### src/rtl/dict_mem_arbiter.sv
// Shares the single dictionary ROM between the CPU load path and the key-search engine.
// A {valid, port} tag pipeline steers every read's data back to the port that issued it.
module dict_mem_arbiter #(
   parameter int ROM_LATENCY  = 1,
   parameter int CPU_PRIORITY = 0
) (
   input  logic        clock,
   input  logic        reset,
   input  logic        cpu_req,
   input  logic [31:0] cpu_addr,
   output logic        cpu_gnt,
   output logic        cpu_rvalid,
   output logic [31:0] cpu_rdata,
   input  logic        eng_req,
   input  logic [31:0] eng_addr,
   output logic        eng_gnt,
   output logic        eng_rvalid,
   output logic [31:0] eng_rdata,
   output logic [31:0] address_dictmem,
   input  logic [31:0] q_dictmem,
   output logic [15:0] cpu_gnt_count,
   output logic [15:0] eng_gnt_count
);

   typedef enum logic { PORT_CPU = 1'b0, PORT_ENG = 1'b1 } port_e;

   typedef struct packed {
      logic  valid;
      port_e port;
   } tag_t;

   // One stage for the address register plus one per ROM latency cycle.
   localparam int DEPTH = ROM_LATENCY + 1;

   port_e       r_last_gnt;
   tag_t        r_tag [DEPTH];
   logic [31:0] r_addr;
   logic [15:0] r_cpu_cnt;
   logic [15:0] r_eng_cnt;

   logic        w_cpu_wins;
   logic        w_cpu_gnt;
   logic        w_eng_gnt;
   tag_t        w_new_tag;
   tag_t        w_tail;

   // NOTE: every always_comb output gets a default before any branch, so no latch is inferred.
   always_comb begin
      w_cpu_wins      = (CPU_PRIORITY != 0) || (r_last_gnt == PORT_ENG);
      w_cpu_gnt       = reset && cpu_req && (!eng_req || w_cpu_wins);
      w_eng_gnt       = reset && eng_req && !w_cpu_gnt;
      w_new_tag.valid = w_cpu_gnt || w_eng_gnt;
      w_new_tag.port  = w_eng_gnt ? PORT_ENG : PORT_CPU;
   end

   // NOTE: state uses non-blocking assignments so every stage shifts on the same edge.
   always_ff @(posedge clock) begin
      if (!reset) begin
         r_last_gnt <= PORT_ENG;
         r_addr     <= '0;
         r_cpu_cnt  <= '0;
         r_eng_cnt  <= '0;
         // NOTE: the tag array is reset because a stale valid bit would fire a phantom rvalid.
         for (int i = 0; i < DEPTH; i++) begin
            r_tag[i] <= '0;
         end
      end else begin
         r_tag[0] <= w_new_tag;
         for (int i = 1; i < DEPTH; i++) begin
            r_tag[i] <= r_tag[i-1];
         end
         if (w_cpu_gnt) begin
            r_last_gnt <= PORT_CPU;
            r_addr     <= cpu_addr;
         end else if (w_eng_gnt) begin
            r_last_gnt <= PORT_ENG;
            r_addr     <= eng_addr;
         end
         if (w_cpu_gnt && (r_cpu_cnt != 16'hFFFF)) begin
            r_cpu_cnt <= r_cpu_cnt + 16'd1;
         end
         if (w_eng_gnt && (r_eng_cnt != 16'hFFFF)) begin
            r_eng_cnt <= r_eng_cnt + 16'd1;
         end
      end
   end

   always_comb begin
      w_tail     = r_tag[DEPTH-1];
      cpu_rvalid = 1'b0;
      eng_rvalid = 1'b0;
      cpu_rdata  = '0;
      eng_rdata  = '0;
      if (reset && w_tail.valid) begin
         if (w_tail.port == PORT_ENG) begin
            eng_rvalid = 1'b1;
            eng_rdata  = q_dictmem;
         end else begin
            cpu_rvalid = 1'b1;
            cpu_rdata  = q_dictmem;
         end
      end
   end

   assign cpu_gnt         = w_cpu_gnt;
   assign eng_gnt         = w_eng_gnt;
   assign address_dictmem = r_addr;
   assign cpu_gnt_count   = r_cpu_cnt;
   assign eng_gnt_count   = r_eng_cnt;

endmodule

### config.mk
export PLATFORM = sky130hd
export DESIGN_NAME = dict_mem_arbiter
export DESIGN_NICKNAME = d
export VERILOG_FILES = /design/src/rtl/dict_mem_arbiter.sv
export SDC_FILE = /design/constraint.sdc
export NUM_CORES = 1
export LEC_CHECK = 0
export CAP_MARGIN = 20
export CORE_MARGIN = 4
export CORE_UTILIZATION = 36
export CTS_CLUSTER_SIZE = 16
export DETAILED_ROUTE_END_ITERATION = 10
export PLACE_DENSITY = 0.86
export SLEW_MARGIN = 20
export SYNTH_ARGS = -nofsm -noshare
export SYNTH_HDL_FRONTEND = slang
export SYNTH_SLANG_ARGS = --single-unit
### constraint.sdc
create_clock -name clock -period 2.5 [get_ports clock]
set_input_delay 0.5 -clock clock [delete_from_list [all_inputs] [get_ports clock]]
set_output_delay 0.5 -clock clock [all_outputs]
set_load 0.02 [all_outputs]
==> impl_metrics.json <==
{
  "die_h_um": 107,
  "grt_max_degree": 41,
  "vias": 3839,
  "grt_pass1_wl_um": 18400,
  "insertion_delay_ps": 340,
  "cts_hold_buf": 0,
  "finalPower_mw": 2.72,
  "cts_setup_buffers": 0,
  "slew_viol_final": 0,
  "reg2reg_slack_ps": 430,
  "ir_worst_vdd_mv": 0.368,
  "yosysTopAreaCell": "dfxtp_1",
  "viasPerCell": 4.91,
  "critPathCaptureType": "output port",
  "ys_seq_area_share_pct": 39.5,
  "critical_path_class": "in2out",
  "cts.sinks": 69,
  "dr.pass1.iters": 5,
  "cp.arrival_ps": 1910,
  "postRouteAntennaNets": 0,
  "syn_nets": 513,
  "hold_path_class": "reg2reg",
  "fmax_mhz": 415,
  "cp_data_required_time_ps": 2000,
  "post-dp-hpwl_um": 9800,
  "synth-async-reset-ratio_pct": 0,
  "gr-total-overflow": 0,
  "start_kind": "primary input",
  "io_buffers": 231,
  "die-area_um2": 11400,
  "drv_cap": 0,
  "drc_errors": 0,
  "rows": 35,
  "synth_top_area_share_pct": 39.5,
  "cts_buffer_depth": 2,
  "finalCritPeriodShare_pct": 96.5,
  "finClkSkew_ps": 10.1,
  "drive_above_1_share_pct": 5.98,
  "postSynthCellCount": 411,
  "synth_area_um2": 3500,
  "synthTopCellsByCount": "dfxtp_1, and2_1, nor2_1",
  "numCtsBuffers": 9,
  "cts_tree": "yes",
  "grt_use_total_pct": 20.0,
  "gp_congestion": 0.888,
  "synth-seq-cells": 69,
  "max_slew_margin_pct": 69.8,
  "boundaryPins": 232,
  "tightest_slew_ps": 447,
  "power_leakage_nw": 2.67,
  "setup_viol": 0,
  "finalNetCount": 749,
  "critPathMaxFanout": 33,
  "yosysWarningCount": 0,
  "power_density_nw_per_um2": 438,
  "finalSetupTns_ps": 0,
  "wirelength_um": 11900,
  "ys.flop_type": "dfxtp_1",
  "syn2layout_area_growth_pct": 77.4,
  "core_area_um2": 9370,
  "drtIter0Drc": 168,
  "die_x_um": 107,
  "synth-edff-count": 0,
  "start_util_pct": 37.3,
  "outcome": "finished, final reports clean",
  "rsz0062_at_grt": "no",
  "grt_pass1_vias": 3705,
  "cts_root_buf": "clkbuf_8",
  "synth_area_leaders": "dfxtp_1, and2_1, mux2i_1",
  "antenna_found_initial": 1,
  "wl_per_cell_um": 15.2,
  "cts_max_level": 3,
  "hold_viol": 0,
  "avgSynthCellArea_um2": 8.51,
  "layout.filler_cells": 859,
  "yosysUniqueCellTypes": 38,
  "clk_pin_slew_ps": 70,
  "fin_crit_ps": 2410,
  "synth.most_common_cell": "dfxtp_1"
}
==> cells in the final DEF, fill, tap and decap left out, types with 4 or more instances in the layout <==
master	synthesis	routed
a211oi_1	20	20
and2_1	68	68
and4_1	5	5
buf_12	0	4
buf_4	0	14
clkbuf_8	0	9
clkdlybuf4s50_1	0	163
dfxtp_1	69	69
dlygate4sd2_1	0	66
inv_1	4	4
mux2i_1	40	40
nand2_1	20	20
nand3_1	26	26
nand4_1	13	13
nor2_1	50	49
nor3_1	7	7
o21ai_0	16	16
xnor2_1	13	13
xor2_1	5	5
==> through the flow <==
| step | hold slack (ps) | instance area (um2) | setup WS, ps | cells | utilization, % |
|---|---|---|---|---|---|
| floorplan | 412 | 3500 | 319 | 411 | - |
| global placement | 423 | 6070 | -177 | 765 | 64.8 |
| global route | 464 | 6210 | 2.86 | 782 | 66.2 |
| detailed placement | 429 | 6070 | -193 | 765 | 64.8 |
| finish | 433 | 6210 | 88.4 | 782 | 66.2 |
| CTS | 437 | 6200 | 3.05 | 781 | 66.2 |
==> report_power, final <==
part,internal [mW],switching [mW],leakage [nW]
Clock,0.562,0.418,0.110
Sequential,1.15,0.0287,0.565
Combinational,0.312,0.245,2.00
Total,2.03,0.692,2.67
==> worst paths after layout <==
kind	to	cells after the start	from
hold reg to reg	r_tag[0][3]$_SDFF_PN0_	1	r_tag[0][1]$_SDFF_PN0_
setup / recovery	cpu_rdata[25]	6	reset
setup reg to reg	cpu_gnt_count[7]$_SDFFE_PN0P_	7	cpu_gnt_count[0]$_SDFFE_PN0P_
hold / removal	r_tag[0][3]$_SDFF_PN0_	1	r_tag[0][1]$_SDFF_PN0_
==> sequential cells by signal, summed over array words and instances, names as in the netlist <==
| register | count |
|---|---|
| r_tag | 4 |
| eng_gnt_count | 16 |
| address_dictmem | 32 |
| r_last_gnt | 1 |
| cpu_gnt_count | 16 |
==> final cells by class <==
| cell class | instances | area [um2] | area share, % |
|---|---|---|---|
| repair buffers | 249 | 2420 | 38.9 |
| well taps | 129 | 161 | 2.60 |
| clock inverters | 6 | 87.6 | 1.41 |
| inverters | 5 | 18.8 | 0.302 |
| flip-flops and latches | 69 | 1380 | 22.3 |
| multi-input cells | 313 | 2010 | 32.4 |
| clock buffers | 10 | 128 | 2.06 |
| diodes | 1 | 2.50 | 0.0403 |
==> critical path: stages <==
cell	delay, ps
clkdlybuf4s50_1	510
nand2_1	60
nor2_1	170
buf_12	190
and2_1	140
dlygate4sd2_1	340
==> per-layer routing <==
| layer | vias to the layer above | part of all wire [%] | global-route usage, % |
|---|---|---|---|
| met4 | 0 | 2.4 | 6.67 |
| met3 | 20 | 9.4 | 7.16 |
| met5 | - | 0 | 0 |
| met1 | 1738 | 37 | 20.5 |
| met2 | 164 | 51 | 37.5 |
| li1 | 1917 | - | - |
==> what timing repair did <==
action,CTS,global route
cloned,0,0
setup endpoints to repair,67,2
resized for setup,67,2
==> kinds of logic (layout without fill, tap and decap cells) <==
group	Yosys count	in the layout	synth area share [%]
mux	40	40	11.4
compound gates	45	45	8.47
fa+ha+maj	2	2	0.715
other cells	0	1	0
flops	69	69	39.5
simple gates	208	208	32.1
buf+inv	29	270	3.29
xor+xnor	18	18	4.50
(Power assumes the default switching activity.)
